--- src/rtl/rtc_7seg_scan.sv ---
`default_nettype none
// ============================================================================
//  Module   : rtc_7seg_scan
//  Brief    : HH:MM[:SS] RTC with button set modes, 12/24 h formatting and a
//             multiplexed 7-segment scan driver. Optional alarm: RTC_ALARM_EN.
//  Revision : 1.0 - initial release
// ============================================================================
module rtc_7seg_scan #(
  parameter int CLK_HZ     = 10_000_000,
  parameter int SCAN_DIV   = 5000,
  parameter int NUM_DIGITS = 6
) (
  input  logic                  clk,
  input  logic                  rst_n,
  input  logic                  ena,
  input  logic                  prog,
  input  logic                  adjust,
  input  logic                  fmt12,
  input  logic                  com_anode,
  output logic [6:0]            seg_out,
  output logic [NUM_DIGITS-1:0] dig_en,
  output logic                  ampm,
  output logic                  sec_tick,
  output logic                  alarm
);
  localparam int c_PRE_W  = $clog2(CLK_HZ);
  localparam int c_SCAN_W = (SCAN_DIV > 1) ? $clog2(SCAN_DIV) : 1;
  localparam logic [c_PRE_W-1:0]    c_PRE_MAX  = c_PRE_W'(CLK_HZ - 1);
  localparam logic [c_SCAN_W-1:0]   c_SCAN_MAX = c_SCAN_W'(SCAN_DIV - 1);
  localparam logic [2:0]            c_LAST_IDX = 3'(NUM_DIGITS - 1);
  localparam logic [NUM_DIGITS-1:0] c_DIG0     = {{(NUM_DIGITS-1){1'b0}}, 1'b1};

  localparam logic [2:0] c_RUN     = 3'd0;
  localparam logic [2:0] c_SET_SEC = 3'd1;
  localparam logic [2:0] c_SET_MIN = 3'd2;
  localparam logic [2:0] c_SET_HR  = 3'd3;
`ifdef RTC_ALARM_EN
  localparam logic [2:0] c_AL_MIN  = 3'd4;
  localparam logic [2:0] c_AL_HR   = 3'd5;
`endif

  function automatic logic [6:0] seg7(input logic [3:0] d);
    case (d)
      4'd0: seg7 = 7'h3F;  4'd1: seg7 = 7'h06;  4'd2: seg7 = 7'h5B;
      4'd3: seg7 = 7'h4F;  4'd4: seg7 = 7'h66;  4'd5: seg7 = 7'h6D;
      4'd6: seg7 = 7'h7D;  4'd7: seg7 = 7'h07;  4'd8: seg7 = 7'h7F;
      4'd9: seg7 = 7'h6F;  default: seg7 = 7'h00;
    endcase
  endfunction

  // Button conditioning: 2-FF synchroniser, third flop for edge, registered pulse
  logic [2:0] r_prog_sync, r_adj_sync;
  logic       r_prog_p, r_adj_p;
  always_ff @(posedge clk or negedge rst_n) begin
    if (!rst_n) begin
      r_prog_sync <= 3'b000;
      r_adj_sync  <= 3'b000;
      r_prog_p    <= 1'b0;
      r_adj_p     <= 1'b0;
    end else begin
      r_prog_sync <= {r_prog_sync[1:0], prog};
      r_adj_sync  <= {r_adj_sync[1:0], adjust};
      r_prog_p    <= r_prog_sync[1] & ~r_prog_sync[2];
      r_adj_p     <= r_adj_sync[1] & ~r_adj_sync[2];
    end
  end

  logic w_adj_only;
  assign w_adj_only = r_adj_p & ~r_prog_p;

  // Mode FSM
  logic [2:0] r_mode, w_mode_nxt;
  logic       w_run, w_sel_sec, w_sel_min, w_sel_hr, w_adj_time;

  always_ff @(posedge clk or negedge rst_n) begin
    if (!rst_n) r_mode <= c_RUN;
    else        r_mode <= w_mode_nxt;
  end

  always_comb begin
    w_mode_nxt = r_mode;
    if (r_prog_p) begin
      case (r_mode)
        c_RUN:     w_mode_nxt = (NUM_DIGITS == 4) ? c_SET_MIN : c_SET_SEC;
        c_SET_SEC: w_mode_nxt = c_SET_MIN;
        c_SET_MIN: w_mode_nxt = c_SET_HR;
`ifdef RTC_ALARM_EN
        c_SET_HR:  w_mode_nxt = c_AL_MIN;
        c_AL_MIN:  w_mode_nxt = c_AL_HR;
`endif
        default:   w_mode_nxt = c_RUN;
      endcase
    end
  end

`ifdef RTC_ALARM_EN
  logic w_sel_al;
`endif
  always_comb begin
    w_run     = 1'b0;
    w_sel_sec = 1'b0;
    w_sel_min = 1'b0;
    w_sel_hr  = 1'b0;
`ifdef RTC_ALARM_EN
    w_sel_al  = 1'b0;
`endif
    case (r_mode)
      c_SET_SEC: w_sel_sec = 1'b1;
      c_SET_MIN: w_sel_min = 1'b1;
      c_SET_HR:  w_sel_hr  = 1'b1;
`ifdef RTC_ALARM_EN
      c_AL_MIN:  begin w_sel_min = 1'b1; w_sel_al = 1'b1; end
      c_AL_HR:   begin w_sel_hr  = 1'b1; w_sel_al = 1'b1; end
`endif
      default:   w_run = 1'b1;
    endcase
  end

`ifdef RTC_ALARM_EN
  assign w_adj_time = w_adj_only & ~w_sel_al;
`else
  assign w_adj_time = w_adj_only;
`endif

  // Second prescaler, parked at 0 outside RUN so re-entry yields a full second
  logic [c_PRE_W-1:0] r_pre;
  logic               r_sec_tick, w_tc;
  assign w_tc = w_run & ena & (r_pre == c_PRE_MAX);

  always_ff @(posedge clk or negedge rst_n) begin
    if (!rst_n) begin
      r_pre      <= '0;
      r_sec_tick <= 1'b0;
    end else begin
      r_sec_tick <= w_tc;
      if (!w_run)   r_pre <= '0;
      else if (ena) r_pre <= w_tc ? '0 : r_pre + 1'b1;
    end
  end

  // Time registers
  logic [3:0] r_sec_u, r_min_u, w_nmin_u;
  logic [2:0] r_sec_t, r_min_t, w_nmin_t;
  logic [4:0] r_hr, w_nhr;
  logic       w_su_wrap, w_st_wrap, w_mu_wrap, w_mt_wrap, w_hr_wrap, w_min_roll;

  assign w_su_wrap  = (r_sec_u == 4'd9);
  assign w_st_wrap  = (r_sec_t == 3'd5);
  assign w_mu_wrap  = (r_min_u == 4'd9);
  assign w_mt_wrap  = (r_min_t == 3'd5);
  assign w_hr_wrap  = (r_hr == 5'd23);
  assign w_min_roll = w_tc & w_su_wrap & w_st_wrap;
  assign w_nmin_u   = w_mu_wrap ? 4'd0 : r_min_u + 4'd1;
  assign w_nmin_t   = w_mu_wrap ? (w_mt_wrap ? 3'd0 : r_min_t + 3'd1) : r_min_t;
  assign w_nhr      = (w_mu_wrap & w_mt_wrap) ? (w_hr_wrap ? 5'd0 : r_hr + 5'd1) : r_hr;

  always_ff @(posedge clk or negedge rst_n) begin
    if (!rst_n) begin
      r_sec_u <= 4'd0;
      r_sec_t <= 3'd0;
      r_min_u <= 4'd0;
      r_min_t <= 3'd0;
      r_hr    <= 5'd0;
    end else if (w_tc) begin
      r_sec_u <= w_su_wrap ? 4'd0 : r_sec_u + 4'd1;
      if (w_su_wrap) r_sec_t <= w_st_wrap ? 3'd0 : r_sec_t + 3'd1;
      if (w_min_roll) begin
        r_min_u <= w_nmin_u;
        r_min_t <= w_nmin_t;
        r_hr    <= w_nhr;
      end
    end else if (w_adj_time) begin
      // Field edits wrap locally; no carry into the next field
      if (w_sel_sec) begin
        r_sec_u <= w_su_wrap ? 4'd0 : r_sec_u + 4'd1;
        if (w_su_wrap) r_sec_t <= w_st_wrap ? 3'd0 : r_sec_t + 3'd1;
      end
      if (w_sel_min) begin
        r_min_u <= w_nmin_u;
        r_min_t <= w_nmin_t;
      end
      if (w_sel_hr) r_hr <= w_hr_wrap ? 5'd0 : r_hr + 5'd1;
    end
  end

  // Displayed HH:MM source
  logic [3:0] w_dmin_u;
  logic [2:0] w_dmin_t;
  logic [4:0] w_dhr;

`ifdef RTC_ALARM_EN
  logic [3:0] r_al_min_u;
  logic [2:0] r_al_min_t;
  logic [4:0] r_al_hr;
  logic [5:0] r_al_secs;
  logic       r_alarm, w_al_hit;

  assign w_al_hit = w_min_roll & (w_nmin_u == r_al_min_u) & (w_nmin_t == r_al_min_t)
                  & (w_nhr == r_al_hr);

  always_ff @(posedge clk or negedge rst_n) begin
    if (!rst_n) begin
      r_al_min_u <= 4'd0;
      r_al_min_t <= 3'd0;
      r_al_hr    <= 5'd0;
      r_al_secs  <= 6'd0;
      r_alarm    <= 1'b0;
    end else begin
      if (w_adj_only & w_sel_al & w_sel_min) begin
        r_al_min_u <= (r_al_min_u == 4'd9) ? 4'd0 : r_al_min_u + 4'd1;
        if (r_al_min_u == 4'd9) r_al_min_t <= (r_al_min_t == 3'd5) ? 3'd0 : r_al_min_t + 3'd1;
      end
      if (w_adj_only & w_sel_al & w_sel_hr)
        r_al_hr <= (r_al_hr == 5'd23) ? 5'd0 : r_al_hr + 5'd1;
      if (!w_run || r_adj_p || (w_tc && r_al_secs == 6'd59)) begin
        r_alarm   <= 1'b0;
        r_al_secs <= 6'd0;
      end else if (w_al_hit) begin
        r_alarm   <= 1'b1;
        r_al_secs <= 6'd0;
      end else if (r_alarm && w_tc) begin
        r_al_secs <= r_al_secs + 6'd1;
      end
    end
  end

  assign w_dmin_u = w_sel_al ? r_al_min_u : r_min_u;
  assign w_dmin_t = w_sel_al ? r_al_min_t : r_min_t;
  assign w_dhr    = w_sel_al ? r_al_hr    : r_hr;
  assign alarm    = r_alarm;
`else
  assign w_dmin_u = r_min_u;
  assign w_dmin_t = r_min_t;
  assign w_dhr    = r_hr;
  assign alarm    = 1'b0;
`endif

  // 12/24 h formatting and hour split into tens/units
  logic [4:0] w_hr12;
  logic [3:0] w_hr_t, w_hr_u;
  logic       w_pm;
  assign w_pm = fmt12 & (w_dhr >= 5'd12);

  always_comb begin
    w_hr12 = w_dhr;
    if (fmt12) begin
      if (w_dhr == 5'd0)       w_hr12 = 5'd12;
      else if (w_dhr > 5'd12)  w_hr12 = w_dhr - 5'd12;
    end
    w_hr_t = 4'd0;
    w_hr_u = w_hr12[3:0];
    if (w_hr12 >= 5'd20) begin
      w_hr_t = 4'd2;
      w_hr_u = 4'(w_hr12 - 5'd20);
    end else if (w_hr12 >= 5'd10) begin
      w_hr_t = 4'd1;
      w_hr_u = 4'(w_hr12 - 5'd10);
    end
  end

  // Scan: 4-digit builds start at the minute-units position
  logic [c_SCAN_W-1:0] r_scan;
  logic [2:0]          r_idx, w_pos;
  logic [3:0]          w_val;
  logic                w_vis;
  assign w_pos = (NUM_DIGITS == 4) ? r_idx + 3'd2 : r_idx;

  always_comb begin
    w_val = 4'd0;
    w_vis = 1'b0;
    case (w_pos)
      3'd0: begin w_val = r_sec_u;          w_vis = w_run | w_sel_sec; end
      3'd1: begin w_val = {1'b0, r_sec_t};  w_vis = w_run | w_sel_sec; end
      3'd2: begin w_val = w_dmin_u;         w_vis = w_run | w_sel_min; end
      3'd3: begin w_val = {1'b0, w_dmin_t}; w_vis = w_run | w_sel_min; end
      3'd4: begin w_val = w_hr_u;           w_vis = w_run | w_sel_hr;  end
      3'd5: begin w_val = w_hr_t;           w_vis = w_run | w_sel_hr;  end
      default: ;
    endcase
  end

  logic [6:0]            r_seg;
  logic [NUM_DIGITS-1:0] r_dig;
  logic                  r_ampm;

  always_ff @(posedge clk or negedge rst_n) begin
    if (!rst_n) begin
      r_scan <= '0;
      r_idx  <= 3'd0;
      r_seg  <= 7'h3F;
      r_dig  <= c_DIG0;
      r_ampm <= 1'b0;
    end else begin
      if (ena) begin
        if (r_scan == c_SCAN_MAX) begin
          r_scan <= '0;
          r_idx  <= (r_idx == c_LAST_IDX) ? 3'd0 : r_idx + 3'd1;
        end else begin
          r_scan <= r_scan + 1'b1;
        end
      end
      r_seg  <= w_vis ? seg7(w_val) : 7'h00;
      r_dig  <= c_DIG0 << r_idx;
      r_ampm <= w_pm;
    end
  end

  // Polarity is a board strap, applied after the register
  assign seg_out  = r_seg ^ {7{com_anode}};
  assign dig_en   = r_dig;
  assign ampm     = r_ampm;
  assign sec_tick = r_sec_tick;

endmodule
`default_nettype wire

--- config.mk ---
export PLATFORM = sky130hd
export DESIGN_NAME = rtc_7seg_scan
export DESIGN_NICKNAME = d
export VERILOG_FILES = /design/src/rtl/rtc_7seg_scan.sv
export SDC_FILE = /design/constraint.sdc
export NUM_CORES = 1
export LEC_CHECK = 0
export CAP_MARGIN = 20
export CORE_MARGIN = 3
export CORE_UTILIZATION = 48
export DETAILED_ROUTE_END_ITERATION = 10
export GPL_TIMING_DRIVEN = 0
export PLACE_DENSITY = 0.66
export RECOVER_POWER = 25
export SYNTH_ARGS = -nofsm -noshare
export SYNTH_HDL_FRONTEND = slang
export SYNTH_SLANG_ARGS = --single-unit
--- constraint.sdc ---
create_clock -name clk -period 4.1 [get_ports clk]
set_input_delay 0.41 -clock clk [delete_from_list [all_inputs] [get_ports clk]]
set_output_delay 0.41 -clock clk [all_outputs]
set_load 0.05 [all_outputs]
Word level (Yosys, flattened, before mapping)
Memories as Yosys holds them, arrays and structs flattened.
Index checks and enable logic that the tools add are counted.
Word-level totals
  input bits: 7
  memory bits (read-only): 112
  RAM bits: 0
  logic and storage cells: 129
  latch bits: 0
  memories kept: 1
  bits in registers: 85
Operators by class
  reduce and logical (&&, ||, !) cells: 16
  multiply operators: 0
  shift-type cells: 1
  add/subtract/negate cells: 11
  order comparisons: 4
  eq/ne operators: 17
  divide/modulo/power cells: 0
  muxes and demuxes: 46
  bitwise logic cells: 16
Memory list
  (no name shown): words 16, width 7, read ports 1, clocked after memory_dff 0, write ports 0, RTL line 43  | case (d)
Operators with widths (count)
  $mux W24: 3
  $mux W5: 9
  $mux W4: 11
  $mux W3: 12
  $add A24 B1 Y24 const B: 1
  $eq A24 B24 Y1 const B: 1
  $pmux W4 S6: 1
  $add A13 B1 Y13 const B: 1
  $eq A13 B13 Y1 const B: 1
  $mux W13: 1
  $eq A3 B2 Y1 const B: 4
  $eq A3 B3 Y1 const B: 4
  $ge A5 B4 Y1 const B: 2
  $reduce_bool A2 Y1: 5
  $add A3 B1 Y3 const B: 3
  $and A1 B1 Y1: 9
  $add A4 B1 Y4 const B: 2
  $eq A4 B4 Y1 const B: 2
  $mux W7: 1
  $xor A7 B7 Y7: 1
  $eq A3 B1 Y1 const B: 2
  $logic_not A3 Y1: 2
  $pmux W2 S3: 1
  $reduce_or A2 Y1: 3
  19 further kinds: 29

Logic depth before layout (Yosys ltp)
An unclocked memory read counts as a cell.
  depth after elaboration: 10
  mapped depth: 17
  mapped depth without buffers: 17

Least setup slack after synthesis
No wires, ideal clock.
  kind: register to register
  from: reg r_hr[0]
  to: reg r_seg[5]
  path slack: 0.714 ns
  cell stages (with the launch flop): 18
  data required time: 4.027 ns
  data arrival time: 3.313 ns
  path through: dfrtp_1 inv_1 ha_1 nand4b_1 o211ai_1 or2_2 inv_1 ha_1 nor2b_1 a31o_2 nor3_2 mux2i_1 o31ai_2 nor2_1 inv_1 ha_1 or3_1 a21oi_1
On the way
  word-level cells in the longest chain between the ends: 10
  elaborated cells between the ends (all ways): 17
Ends and longest elaborated chain
  start: declaration: RTL line 144  | logic [4:0] r_hr, w_nhr;
  start signal: assignment: RTL line 170  | r_hr <= w_nhr;
  start signal: assignment: RTL line 182  | if (w_sel_hr) r_hr <= w_hr_wrap ? 5'd0 : r_hr + 5'd1;
  $sub A5 B4 Y5 / $gt A5 B4 Y1 (equally long branches): RTL line 248  | else if (w_dhr > 5'd12) w_hr12 = w_dhr - 5'd12;
  $mux W5: RTL line 248
  $mux W5: RTL line 247  | if (w_dhr == 5'd0) w_hr12 = 5'd12;
  $mux W5 (*): RTL line 246  | if (fmt12) begin
  $sub A4 B4 Y4 / $ge A5 B4 Y1 (equally long branches): RTL line 257, 255
  $mux W4 / $mux W1 (equally long branches): RTL line 255  | end else if (w_hr12 >= 5'd10) begin
  $mux W4 / $mux W2 (equally long branches): RTL line 252  | if (w_hr12 >= 5'd20) begin
  $pmux W4 S6 (*): RTL line 271  | case (w_pos)
  $mem_v2 Z16 W7 (*)
  $mux W7 (*): RTL line 302  | r_seg <= w_vis ? seg7(w_val) : 7'h00;
  end signal: assignment: RTL line 302
  end: declaration: RTL line 282  | logic [6:0] r_seg;
Every way passes the cells marked *; elsewhere a longest branch is shown, timed or not.
A chain may end at the register's enable or synchronous reset.

Final worst setup path
Same ends and word-level chain as after synthesis.

==> results.toml <==
[cts]
cts_buffer_depth = 2
htree_num_levels = 3
clkSinkCount = 84
root_buffer = "clkbuf_8"
cts.clk_slew.worst_paths_ns = 0.09
tritoncts = "yes"
clock_latency_ns = 0.35
cts_buffers = 9

[worst_setup_path]
cp_data_arrival_time_ns = 4.03
worstSetupPathType = "reg -> reg"
cp-start-kind = "flip-flop"
end_kind = "flip-flop"
path_cells = "inv_1 -> ha_1 -> nand4b_1 -> o211ai_1 -> or2_2 -> inv_1 -> ha_1 -> nor2b_1 -> a31o_2 -> nor3_4 -> mux2i_1 -> o31ai_2 -> nor2_1 -> inv_1 -> ha_1 -> or3_1 -> a21oi_1"
required_ns = 4.38
critPathMaxStageDelay_ns = 0.44
crit_path_max_fanout = 7
crit_slowest_cell = "dfrtp_1"

[logic_synthesis]
synth_seq_cells = 84
ys_seq_area_frac = 0.450
synth_fp_nets = 516
syn-cell-area_mm2 = 0.00469
yosys.cell_types.count = 75
syn_inst = 491
synth-edff-count = 0
synth.avg_cell_area_um2 = 9.55
synthArstFlopShare = 1.00
synthFlopType = "dfrtp_1"
yosysWarnings = 0

[placed_design]
dp_slack_ns = 0.266
gp_congestion = 0.889
dp_hpwl_mm = 6.49
numPortBuffers = 19

[die]
initial_core_util = 0.500
dieArea_mm2 = 0.0110
coreArea_mm2 = 0.00937
core.rowCount = 35
io_pins = 23
die_w_um = 105
die_h_um = 105

[drt]
drt_wl_total_mm = 9.04
vias_per_cell = 5.43
met2_length_mm = 4.27
met3_length_um = 299
drtAntennaViolNets = 0
top_layer_used = "met4"
vias = 3577
route.detailed.drc = 0
wl_per_cell_um = 13.7
firstDrtPassIters = 4
wl_met1_mm = 4.39
initialDrtViolationCount = 160

[layout]
drive_gt1_frac = 0.117
nets = 550
areaGrowthSynthToFinish_pct = 12.4
fillCellCount = 846
antenna_cells = 0
finish.utilization = 0.562

[grt]
grtUsageTotal = 0.178
grt_antenna_before_repair = 0
grt_start_max_net_pins = 59
grt_pass1_vias = 3598
grt_pass1_wl_mm = 16.5
grt_overflow_total = 0

[timing]
setup_viol = 0
final_hold_viol_count = 0
slew_violations = 0
fin_crit_sh = 0.916
fin_crit_ns = 3.76
skew_ns = 0.0114
worst_hold_slack_ns = 0.351
rsz0062_at_grt = "false"
fmax_ghz = 0.266
worst_slack_ns = 0.343
relSlewSlack = 0.00907
worst_pin_slew_ns = 1.49

[power_and_ir_drop]
pwr-share-clk = 0.203
p_leak_nw = 2.35
p_switching_w = 0.00119
seqPwrFrac = 0.374
comb_power_share = 0.424
ir_worst_vdd_v = 0.000223
powerDensity_mw_per_mm2 = 568
p_int_w = 0.00180
switching_share = 0.398

[status]
status = "finished, final reports clean"

[hold_path]
min_path_type = "reg -> reg"

[job]
cap_violations = 0
[final timing paths]
| check | startpoint | to | slack (ns) | depth (start not counted) |
|---|---|---|---|---|
| max in group asynchronous | rst_n | r_pre[16] | 1.10 | 3 |
| min | r_adj_sync[0] | r_adj_sync[1] | 0.35 | 0 |
| max reg2reg | r_hr[0] | r_seg[5] | 0.34 | 17 |
| min in group asynchronous | rst_n | r_scan[3] | 0.95 | 2 |
| max | r_hr[0] | r_seg[5] | 0.34 | 17 |
| min reg2reg | r_adj_sync[0] | r_adj_sync[1] | 0.35 | 0 |
[synth_stat cells, drive strengths merged (3+ instances only)]
cell type / number / share of area
dfrtp: 77 / 0.41
nand2: 65 / 0.052
o21ai: 46 / 0.049
nor2: 34 / 0.031
nand3: 20 / 0.022
inv: 19 / 0.015
ha: 18 / 0.048
a21oi: 17 / 0.018
nor3: 14 / 0.016
xor2: 14 / 0.026
and2: 11 / 0.015
xnor2: 11 / 0.021
and3: 10 / 0.014
buf: 9 / 0.012
nand4: 9 / 0.012
nor2b: 9 / 0.012
nand2b: 8 / 0.011
a22o: 7 / 0.013
clkbuf: 7 / 0.0056
dfstp: 7 / 0.039
mux2i: 7 / 0.015
a21o: 6 / 0.0099
mux2: 5 / 0.013
o41ai: 5 / 0.013
a211oi: 4 / 0.0075
nand3b: 4 / 0.0064
o31ai: 4 / 0.0075
or2: 4 / 0.0059
a22oi: 3 / 0.0048
[power groups by stage]
stage | combinational (W) | sequential [W] | clock [W]
6_report | 0.00127 | 0.00112 | 0.000606
5_1_grt | 0.00143 | 0.00114 | 0.000664
4_1_cts | 0.00126 | 0.00112 | 0.000629
3_5_place_dp | 0.00125 | 0.00113 | 0
3_3_place_gp | 0.00122 | 0.00113 | 0
2_1_floorplan | 0.000982 | 0.00110 | 0
[cell usage in the layout (no fill, tap or decap), drive strengths merged, types with 6 or more instances in the layout]
cell and count:
a21o 6, a21oi 17, a22o 7, and2 11
and3 10, buf 11, clkbuf 20, clkdlybuf4s50 15
dfrtp 77, dfstp 7, ha 18, inv 20
mux2i 7, nand2 65, nand2b 8, nand3 20
nand4 9, nor2 34, nor2b 9, nor3 14
o21ai 46, xnor2 11, xor2 14
[registers in the layout, summed over array words and instances (netlist names)]
register,count
r_mode,2
r_prog_sync,3
r_sec_u,4
r_min_t,3
r_prog_p,1
r_min_u,4
r_scan,13
ampm,1
r_sec_t,3
r_pre,24
r_hr,5
r_idx,3
r_adj_p,1
dig_en,6
r_adj_sync,3
r_seg,7
sec_tick,1
[final cells by class]
cell class              count  area (um^2)  area share
clock buffers              11          141      0.0268
clock inverters             5         60.1      0.0114
plain buffers              16         83.8      0.0159
well taps                 129          161      0.0306
multi-input cells         372         2430       0.461
inverters                  19         71.3      0.0135
flip-flops and latches     84         2110       0.400
repair buffers             23          214      0.0406
[timing repair]
item,4_1_cts,5_1_grt
setup endpoints to repair,0,1
hold endpoints to repair,26,0
setup buffers,0,2
hold buffers,1,0
gates resized for setup,0,1
[stage by stage]
| step | total power [W] | cells | cell area, um^2 | TNS, ns |
|---|---|---|---|---|
| final | 0.00299 | 659 | 5270 | 0 |
| after global routing | 0.00324 | 659 | 5270 | 0 |
| after CTS | 0.00300 | 657 | 5280 | 0 |
| after detailed placement | 0.00238 | 640 | 5060 | 0 |
| after global placement | 0.00234 | 639 | 5040 | -32.26 |
| after floorplan | 0.00208 | 491 | 4690 | 0 |
[worst max-delay path, delay by kind of cell (launching register included)]
kind / cells / cell delay, ns
buf+inv: 3 / 0.29
mux: 1 / 0.24
simple gates: 6 / 1.24
compound gates: 4 / 0.70
fa+ha+maj: 3 / 0.76
flops: 1 / 0.44
[per-layer routing]
| metal | GRT usage | vias up |
|---|---|---|
| met2 | 0.291 | 48 |
| li1 | - | 1802 |
| met4 | 0.0590 | 0 |
| met3 | 0.0303 | 7 |
| met1 | 0.242 | 1720 |
| met5 | 0 | - |
[cells by family (layout without fill, tap and decap cells)]
logic type | after synthesis | count (layout) | share of synthesized area
other cells | 1 | 1 | 0.000800
buf+inv | 35 | 74 | 0.0331
compound gates | 109 | 109 | 0.157
fa+ha+maj | 18 | 18 | 0.0480
xor+xnor | 25 | 25 | 0.0467
simple gates | 207 | 207 | 0.236
mux | 12 | 12 | 0.0278
flops | 84 | 84 | 0.450
No activity file was read; power rests on OpenSTA's default activity.
